`config.mk`:
```
export PLATFORM = sky130hd
export DESIGN_NAME = oiface_mmio
export DESIGN_NICKNAME = d
export VERILOG_FILES = /design/src/rtl/oiface_pkg.sv /design/src/rtl/oiface_mmio_switch_debouncer.sv /design/src/rtl/oiface_mmio.sv
export SDC_FILE = /design/constraint.sdc
export NUM_CORES = 1
export LEC_CHECK = 0
export CAP_MARGIN = 20
export CORE_MARGIN = 2
export CORE_UTILIZATION = 40
export DETAILED_ROUTE_END_ITERATION = 12
export GPL_TIMING_DRIVEN = 0
export PLACE_DENSITY = 0.74
export SYNTH_ARGS = -nofsm -noshare
export SYNTH_HDL_FRONTEND = slang
export SYNTH_HIERARCHICAL = 1
export SYNTH_SLANG_ARGS = --single-unit
```
`constraint.sdc`:
```
create_clock -name clk_i -period 2.2 [get_ports clk_i]
set_clock_uncertainty 0.2 [all_clocks]
set_input_delay 0.33 -clock clk_i [delete_from_list [all_inputs] [get_ports clk_i]]
set_output_delay 0.33 -clock clk_i [all_outputs]
set_load 0.02 [all_outputs]
```
`src/rtl/oiface_pkg.sv`:
```
// oiface_pkg: shared constants for the MMIO I/O port.
//   - Register map: LED, switch level, switch edges, status.
//   - CPU mode codes that drive the LED display mux.
//   - Small helpers used by the top level and by the debouncer.
package oiface_pkg;

    // Register select values carried on io_addr_i.
    localparam logic [1:0] ADDR_LED  = 2'd0;
    localparam logic [1:0] ADDR_SW   = 2'd1;
    localparam logic [1:0] ADDR_EDGE = 2'd2;
    localparam logic [1:0] ADDR_STAT = 2'd3;

    // CPU mode codes with a dedicated LED view.
    localparam int MODE_HALT = 2;
    localparam int MODE_UPG  = 6;

    // Natural width of the debug LED view before it is fitted to LED_W.
    localparam int DBG_VIEW_W = 24;

    // Counter width able to hold the value n.
    function automatic int cnt_width(input int n);
        return (n < 1) ? 1 : $clog2(n + 1);
    endfunction

    // Low byte of PC+4, minus one. Wraps modulo 256 (0x00 -> 0xFF).
    function automatic logic [7:0] pc_minus_one(input logic [7:0] pc);
        return pc - 8'd1;
    endfunction

endpackage

```
`src/rtl/oiface_mmio_switch_debouncer.sv`:
```
// switch_debouncer: 2-flop synchroniser followed by a shared debounce counter.
// Ports:
//   clk_i      system clock
//   reset_n_i  synchronous active-low reset
//   raw_sw     asynchronous board switches
//   db_sw      debounced switch vector
//   rise       one-cycle pulse per bit, high on the cycle db_sw goes 0->1
module switch_debouncer
    import oiface_pkg::*;
#(
    parameter int SW_W     = 24,
    parameter int DBNC_CYC = 16
) (
    input  logic            clk_i,
    input  logic            reset_n_i,
    input  logic [SW_W-1:0] raw_sw,
    output logic [SW_W-1:0] db_sw,
    output logic [SW_W-1:0] rise
);

    localparam int            CW      = cnt_width(DBNC_CYC);
    localparam logic [CW-1:0] CNT_MAX = CW'(DBNC_CYC);

    logic [SW_W-1:0] sync1_reg;
    logic [SW_W-1:0] sync2_reg;
    logic [SW_W-1:0] prev_reg;
    logic [SW_W-1:0] db_reg;
    logic [CW-1:0]   cnt_reg;
    logic [CW-1:0]   cnt_next;
    logic            stable;
    logic            load;

    // A single counter serves all bits: any bit moving restarts the wait,
    // so the whole vector is accepted only once every bit has settled.
    always_comb begin
        stable   = (sync2_reg == prev_reg);
        cnt_next = cnt_reg;
        if (!stable) begin
            cnt_next = '0;
        end else if (cnt_reg != CNT_MAX) begin
            cnt_next = cnt_reg + 1'b1;
        end
        // Load exactly on the cycle the counter reaches its terminal value.
        load = stable && (cnt_reg == CNT_MAX - 1'b1);
        rise = load ? (sync2_reg & ~db_reg) : '0;
    end

    always_ff @(posedge clk_i) begin
        if (!reset_n_i) begin
            sync1_reg <= '0;
            sync2_reg <= '0;
            prev_reg  <= '0;
            db_reg    <= '0;
            cnt_reg   <= '0;
        end else begin
            sync1_reg <= raw_sw;
            sync2_reg <= sync1_reg;
            prev_reg  <= sync2_reg;
            cnt_reg   <= cnt_next;
            if (load) begin
                db_reg <= sync2_reg;
            end
        end
    end

    assign db_sw = db_reg;

endmodule

```
`src/rtl/oiface_mmio.sv`:
```
// oiface_mmio: memory-mapped port between the CPU data bus and board LEDs/switches.
// Ports:
//   clk_i, reset_n_i          clock, synchronous active-low reset
//   switch_i / led_o          raw board switches / registered LED drive
//   mode_i, exc_code_i        CPU mode and exception code (status + LED mux)
//   upg_status_i              UART upload status nibble
//   dbg_pc_i, dbg_instr_i     debug view sources
//   io_req_i..io_wdata_i      bus request (one-cycle qualified)
//   io_rdata_o, io_ack_o      response, ack one cycle after the request
module oiface_mmio
    import oiface_pkg::*;
#(
    parameter int DATA_W   = 32,
    parameter int LED_W    = 24,
    parameter int SW_W     = 24,
    parameter int MODE_W   = 4,
    parameter int DBNC_CYC = 16
) (
    input  logic              clk_i,
    input  logic              reset_n_i,
    input  logic [SW_W-1:0]   switch_i,
    output logic [LED_W-1:0]  led_o,
    input  logic [MODE_W-1:0] mode_i,
    input  logic [3:0]        exc_code_i,
    input  logic [3:0]        upg_status_i,
    input  logic [31:0]       dbg_pc_i,
    input  logic [31:0]       dbg_instr_i,
    input  logic              io_req_i,
    input  logic              io_we_i,
    input  logic [1:0]        io_addr_i,
    input  logic [DATA_W-1:0] io_wdata_i,
    output logic [DATA_W-1:0] io_rdata_o,
    output logic              io_ack_o
);

    logic [SW_W-1:0]       sw_db;
    logic [SW_W-1:0]       sw_rise;
    logic [DATA_W-1:0]     led_reg;
    logic [SW_W-1:0]       edge_reg;
    logic [SW_W-1:0]       edge_next;
    logic                  ovf_reg;
    logic                  ovf_next;
    logic                  ack_reg;
    logic [DATA_W-1:0]     rdata_reg;
    logic [DATA_W-1:0]     rdata_next;
    logic                  tog_reg;
    logic [LED_W-1:0]      led_out_reg;
    logic [LED_W-1:0]      led_next;
    logic [DBG_VIEW_W-1:0] dbg_view;
    logic                  rd_en;
    logic                  wr_led;
    logic                  edge_clr;
    logic                  stat_clr;
    logic                  unused_bits;

    switch_debouncer #(
        .SW_W     (SW_W),
        .DBNC_CYC (DBNC_CYC)
    ) u_debouncer (
        .clk_i     (clk_i),
        .reset_n_i (reset_n_i),
        .raw_sw    (switch_i),
        .db_sw     (sw_db),
        .rise      (sw_rise)
    );

    always_comb begin
        rd_en    = io_req_i && !io_we_i;
        wr_led   = io_req_i && io_we_i && (io_addr_i == ADDR_LED);
        edge_clr = rd_en && (io_addr_i == ADDR_EDGE);
        stat_clr = rd_en && (io_addr_i == ADDR_STAT);

        // A fresh edge survives a coincident clear (set wins).
        edge_next = edge_clr ? sw_rise : (edge_reg | sw_rise);
        ovf_next  = (|(sw_rise & edge_reg)) || (ovf_reg && !stat_clr);

        rdata_next = '0;
        if (rd_en) begin
            case (io_addr_i)
                ADDR_LED:  rdata_next = led_reg;
                ADDR_SW:   rdata_next = DATA_W'(sw_db);
                ADDR_EDGE: rdata_next = DATA_W'(edge_reg);
                default:   rdata_next = DATA_W'({ovf_reg, exc_code_i, mode_i});
            endcase
        end

        dbg_view = {tog_reg, mode_i[2:0], pc_minus_one(dbg_pc_i[7:0]),
                    dbg_instr_i[31:26], dbg_instr_i[5:0]};

        if (mode_i == MODE_W'(MODE_HALT)) begin
            led_next = '1;
        end else if (sw_db[SW_W-1]) begin
            led_next = LED_W'(dbg_view);
        end else if (mode_i == MODE_W'(MODE_UPG)) begin
            led_next = LED_W'(upg_status_i);
        end else begin
            led_next = {mode_i, led_reg[LED_W-MODE_W-1:0]};
        end
    end

    always_ff @(posedge clk_i) begin
        if (!reset_n_i) begin
            led_reg     <= '0;
            edge_reg    <= '0;
            ovf_reg     <= 1'b0;
            ack_reg     <= 1'b0;
            rdata_reg   <= '0;
            tog_reg     <= 1'b0;
            led_out_reg <= '0;
        end else begin
            if (wr_led) begin
                led_reg <= io_wdata_i;
            end
            edge_reg    <= edge_next;
            ovf_reg     <= ovf_next;
            ack_reg     <= io_req_i;
            rdata_reg   <= rdata_next;
            tog_reg     <= !tog_reg;
            led_out_reg <= led_next;
        end
    end

    // Bits of the debug buses that the LED view does not display.
    assign unused_bits = ^{dbg_pc_i[31:8], dbg_instr_i[25:6]};

    assign led_o      = led_out_reg;
    assign io_ack_o   = ack_reg;
    assign io_rdata_o = rdata_reg;

endmodule

```
==> out/qor.yml, run 1 <==
outcome: "finished with violations"
violations: "negative setup slack"
hpwl_um: 15600
post_synth.cell_area_avg_um2: 9.82
synth-compound-area-share_pct: 8.31
worst_path_most_repeated_cell: "nand4_1"
yosys.area_share.simple_pct: 21.4
synth-main-ff-cell: "dfxtp_1"
max_freq_mhz: 409
required_ns: 2.44
crit_path_max_fanout: 6
finalHoldViolations: 0
worst_setup_path_end_kind: "flip-flop"
synth_xor_area_share_pct: 3.47
overflow: 0
min_path_type: "primary input to flip-flop"
dieArea_um2: 21400
antenna_found_initial: 0
worst_slew_pin_slew_ns: 0.808
post_drt_wl_per_cell_um: 16.2
clk_path_buf_depth: 3
synth_edf_count: 0
post_dp_cell_area_um2: 9920
vias: 6262
path_clk_slew_ns: 0.06
placed_cells: 1243
core-area_um2: 20000
port_buffers: 150
final_util_pct: 54.4
ant_nets: 0
critPathMaxStageDelay_ns: 0.41
synth-async-reset-ratio_pct: 0
cts-buffers-inserted: 22
routed_wl_um: 20800
synth_fa_ha_area_share_pct: 0.619
synthMuxAreaShare_pct: 8.08
cts_tree: "done"
ys_seq_elements: 216
first_pass_iters: 5
maxCapViolCount: 0
place_congestion: 0.922
final-setup-viol-count: 24
cts_root_buf: "clkbuf_16"
setup_tns_ns: -1.45
syn_inst: 823
io_pins: 195
fp.dieH_um: 146
syn-num-nets: 965
fp.dieW_um: 146
crit_chain: "xnor2_2 -> nand4_1 -> nor4_4 -> nand3_4 -> nor3b_1 -> a22oi_1 -> nand4_1 -> nor2_1 -> a21oi_1"
worstSetupStartpointType: "flip-flop"
clock_sink_count: 216
fin_hold_ws_ns: 0.168
start_util_pct: 40.3
grt_pass1_wl_um: 32500
path_buf_inv: 0
total_power_mw: 8.40
layout-area-overhead-vs-synth_pct: 34.9
rsz0062_at_grt: "yes"
cpLargestDelayFamily: "simple AND/OR/NAND/NOR gates"
synth.yosys.seq_area_share_pct: 53.5
post-route-period-util_pct: 111
slew_viol_final: 0
slew_headroom_pct: 45.4
grt_max_degree: 14
first_global_vias: 6001
p_leak_nw: 4.20
viasPerCell: 4.86
clk_latency_ns: 0.51
vdd_drop_max_v: 0.000517
ctsHoldBuffers: 0
syn_area_um2: 8090
grt_use_total_pct: 18.9
final_nets: 1147
worst_slack_ns: -0.246
pre_cts_ws_ns: -0.528
layout-drive-gt1-share_pct: 11.2
fin_area_um2: 10900
drcViolationCount: 0
synth.distinct_cells: 44
period_minus_slack_ns: 2.45
slowest_stage: "nor3b_1"
crit_type: "flip-flop to flip-flop"
n_antenna_cell: 0
cp.arrival_ns: 2.69
power_density_nw_per_um2: 770
synth_top_family_by_area: "simple AND/OR/NAND/NOR gates"
htreeDepth: 1
drtIter0Drc: 345
instances_no_fill: 1289
row_count: 52
yosysWarningCount: 6
## report_power, final
part / total [mW] / leakage [nW] / internal (mW) / switching [mW]
clock network: 3.77 / 0.358 / 2.30 / 1.47
registers: 4.05 / 1.76 / 4.00 / 0.0508
logic: 0.579 / 2.08 / 0.315 / 0.264
total: 8.40 / 4.20 / 6.61 / 1.79
## routing by layer
layer	global-route usage, %	wire [um]
met1	25.4	9210
met2	31.7	9660
met3	3.25	1460
met4	5.29	495
met5	0	0
## synth_stat cells (2+ instances only)
master    number  area (um2)
dfxtp_1      216        4320
nand2_1      115         432
a21oi_1       86         430
nor2_1        79         297
and2_1        57         357
mux2i_1       45         450
inv_1         31         116
clkbuf_1      30         113
xnor2_1       28         245
nor3b_2       20         250
a221oi_1      13         114
a22oi_1       12        90.1
buf_2          9        45.0
mux4_2         9         203
nand4_1        9        56.3
nor2b_1        9        56.3
buf_6          7        78.8
nor3b_1        5        37.5
ha_1           4        50.1
xor2_1         4        35.0
and3_1         3        18.8
nand3_1        3        15.0
or2_0          3        18.8
buf_4          2        15.0
nand3b_1       2        15.0
nor3_1         2        10.0
nor4_4         2        42.5
o22ai_1        2        12.5
## worst register-to-register path, cell delays in order (launching register included)
cell	delay [ns]
dfxtp_2	0.35
xnor2_2	0.19
nand4_1	0.17
nor4_4	0.37
nand3_4	0.20
nor3b_1	0.42
a22oi_1	0.21
nand4_1	0.11
nor2_1	0.05
a21oi_1	0.12
## cells in the final DEF (no fill, tap or decap), types with 13 or more instances in the layout
cell             synthesis  final
clkdlybuf4s50_1          0    150
xnor2_1                 28     24
nor2_1                  79     78
dfxtp_1                216    210
nand2_1                115    115
inv_1                   31     31
a221oi_1                13     13
a21oi_1                 86     86
and2_1                  57     57
mux2i_1                 45     44
clkbuf_16                0     23
clkbuf_1                30     36
## final timing paths
path	start	to	slack, ns	cells after the start
worst max-delay path	u_debouncer/sync2_reg[19]	ovf_reg	-0.25	9
worst min-delay path	io_wdata_i[21]	led_reg[21]	0.17	3
worst max register to register	u_debouncer/sync2_reg[19]	ovf_reg	-0.25	9
worst min register to register	tog_reg	tog_reg	0.22	1
## cells by family (layout without fill, tap and decap cells)
family                     after synthesis  in the layout
muxes                                   54             54
DFF                                    216            216
xor gates and xnor gates                32             32
adders and majority gates                4              4
AOI/OAI and AO/OA                      116            116
and+or+nand+nor                        321            321
buffers and inverters                   80            276
## layout make-up
type                    instances  area, um2
plain buffers                  48        279
fillers                      1819       9130
repair buffers                158       1580
multi-input cells             527       3530
clock inverters                 6        116
inverters                      32        120
clock buffers                  32        618
flip-flops and latches        216       4330
well taps                     270        338
## timing repair
item | CTS | global route
buffers inserted | 2 | 5
endpoints found under the hold margin | 0 | 0
endpoints found under the setup margin | 33 | 56
pin swaps | 4 | 6
cloned | 0 | 1
resized for setup | 13 | 24
Power figures use the tool's default switching activity.
==> run 2: changes to the inputs <==
- CORE_MARGIN: 2 -> not set
- SLEW_MARGIN: not set -> 20
==> out/qor.yml, run 2 (synthesis gave the netlist of run 1 again) <==
outcome: "finished with violations"
violations: "negative setup slack"
worstSetupStartpointType: "flip-flop"
routed_wl_um: 20500  # -1.5%
worst_slew_pin_slew_ns: 0.822  # +0.0145 ns
dieArea_um2: 20800  # -2.7%
htreeDepth: 1  # unchanged
comb_power_share_pct: 7.1  # +0.2 points
mostFrequentLayoutCells: "dfxtp_1 (205), clkdlybuf4s50_1 (150), nand2_1 (115)"
clk_latency_ns: 0.52  # about the same
post_drt_wl_per_cell_um: 16.0  # -1.2%
period_minus_slack_ns: 2.51  # +0.0604 ns
final-setup-viol-count: 5  # -79%
hpwl_um: 15400  # -1.4%
vias: 6175  # -1.4%
layout-area-overhead-vs-synth_pct: 35.4
worst_setup_path_end_kind: "flip-flop"
grt_use_total_pct: 19.5  # +0.58 points
clock_sink_count: 216  # unchanged
layout-drive-gt1-share_pct: 12.0  # +0.77 points
critPathMaxStageDelay_ns: 0.40  # about the same
p_sw_mw: 1.79  # +0.24%
row_count: 51  # -1.9%
io_pins: 195  # unchanged
slowest_stage: "nor4_4"
drcViolationCount: 0  # unchanged
intPower_mw: 6.39  # -3.4%
multi_input_comb_area_um2: 3570  # +1.3%
crit_type: "flip-flop to flip-flop"
top_layer_used: "met4"
crit_path_max_fanout: 5  # -1
power_density_nw_per_um2: 747  # -3.0%
switching_share_pct: 21.9  # +0.63 points
fillerInstances: 1729  # -4.9%
start_util_pct: 41.1  # +0.79 points
min_path_type: "primary input to flip-flop"
final_nets: 1147  # unchanged
p_leak_nw: 4.21  # +0.15%
path_clk_slew_ns: 0.06  # about the same
grt_max_degree: 15  # +1
first_pass_iters: 5  # unchanged
met3WireLength_um: 1540  # +5.3%
routed-wl-met2_um: 9430  # -2.5%
antenna_found_initial: 0  # unchanged
place_congestion: 0.923  # +0.12%
core-area_um2: 19700  # -1.9%
required_ns: 2.44  # about the same
clk_path_buf_depth: 3  # unchanged
port_buffers: 150  # unchanged
maxCapViolCount: 0  # unchanged
n_antenna_cell: 0  # unchanged
max_freq_mhz: 399  # -2.4%
power_frac_clock_pct: 43.4  # -1.5 points
first_global_vias: 5877  # -2.1%
post-route-period-util_pct: 114  # +2.7 points
fp.dieW_um: 144  # -1.4%
cts_tree: "done"
ctsHoldBuffers: 0  # unchanged
grt_pass1_wl_um: 31000  # -4.5%
fin_hold_ws_ns: 0.155  # -0.0132 ns
slew_headroom_pct: 44.4  # -0.98 points
vdd_drop_max_v: 0.000484  # -6.4%
layout_commonest_cell: "dfxtp_1"
cts_root_buf: "clkbuf_16"
seq_power_share_pct: 49.5  # +1.3 points
crit_chain: "xnor2_2 -> nand4_1 -> nor4_4 -> nand3_4 -> buf_6 -> buf_16 -> nor3b_4 -> a22oi_1 -> nand4_1 -> a21oi_1 -> a21oi_1"
total_power_mw: 8.18  # -2.7%
worst_slack_ns: -0.306  # -0.0604 ns
regArea_um2: 4340  # +0.20%
rsz0062_at_grt: "yes"
ant_nets: 0  # unchanged
viasPerCell: 4.81  # -1.1%
wl_met1_um: 8820  # -4.3%
slew_viol_final: 0  # unchanged
overflow: 0  # unchanged
cp.arrival_ns: 2.75  # +0.06 ns
finalHoldViolations: 0  # unchanged
cts-buffers-inserted: 22  # unchanged
fp.dieH_um: 144  # -1.4%
drtIter0Drc: 357  # +3.5%
## run 2: area by class of cell
class                   count  share of cell area [%]
clock inverters             8                   0.754
flip-flops and latches    216                    39.7
well taps                 265                    3.03
repair buffers            159                    14.8
clock buffers              31                    5.61
plain buffers              47                    2.37
inverters                  32                    1.10
multi-input cells         527                    32.7
## run 2: power groups by stage
stage | Combinational [mW] | Sequential, mW | Clock, mW
floorplan | 0.253 | 4.14 | 0
global placement | 0.558 | 4.13 | 0
detailed placement | 0.562 | 4.13 | 0
CTS | 0.576 | 4.04 | 3.63
global route | 0.627 | 4.05 | 3.78
finish | 0.580 | 4.05 | 3.55
## run 2: worst paths after layout
check                              endpoint                 startpoint  slack [ns]  depth (start not counted)
setup / recovery                    ovf_reg    u_debouncer/prev_reg[8]       -0.31                         11
hold / removal                  led_reg[24]             io_wdata_i[24]        0.15                          3
setup reg to reg                    ovf_reg    u_debouncer/prev_reg[8]       -0.31                         11
hold reg to reg   u_debouncer/sync2_reg[17]  u_debouncer/sync1_reg[17]        0.23                          1
## run 2: through the flow
| step | cell area, um2 | setup TNS [ns] | utilization [%] | setup slack (ns) | instances |
|---|---|---|---|---|---|
| finish | 10900 | -0.445 | 55.7 | -0.306 | 1285 |
| global route | 10900 | -1.42 | 55.7 | -0.419 | 1285 |
| CTS | 10800 | -0.265 | 54.8 | -0.264 | 1282 |
| detailed placement | 9920 | -28.06 | 50.5 | -0.754 | 1238 |
| global placement | 9920 | -22.31 | 50.5 | -0.641 | 1238 |
| floorplan | 8090 | 0 | - | 0.0272 | 823 |
## run 2: metal layers
layer | vias to the layer above | global-route usage (%)
li1 | 3110 | -
met2 | 224 | 32.8
met5 | - | 0
met4 | 0 | 7.48
met1 | 2793 | 24.6
met3 | 48 | 3.84
## run 2: timing repair
action,4_1_cts,5_1_grt
setup endpoints to repair,25,55
pin swaps,10,17
setup buffers,4,4
resized for setup,21,29
cloned,1,1
## run 2: critical path: cells and delay by family (launching register included)
| kind | cells | cell delay (ns) |
|---|---|---|
| AO/OA/AOI/OAI | 3 | 0.34 |
| XOR/XNOR | 1 | 0.18 |
| flip-flops | 1 | 0.33 |
| AND/OR/NAND/NOR | 5 | 1.09 |
| buffers and inverters | 2 | 0.29 |
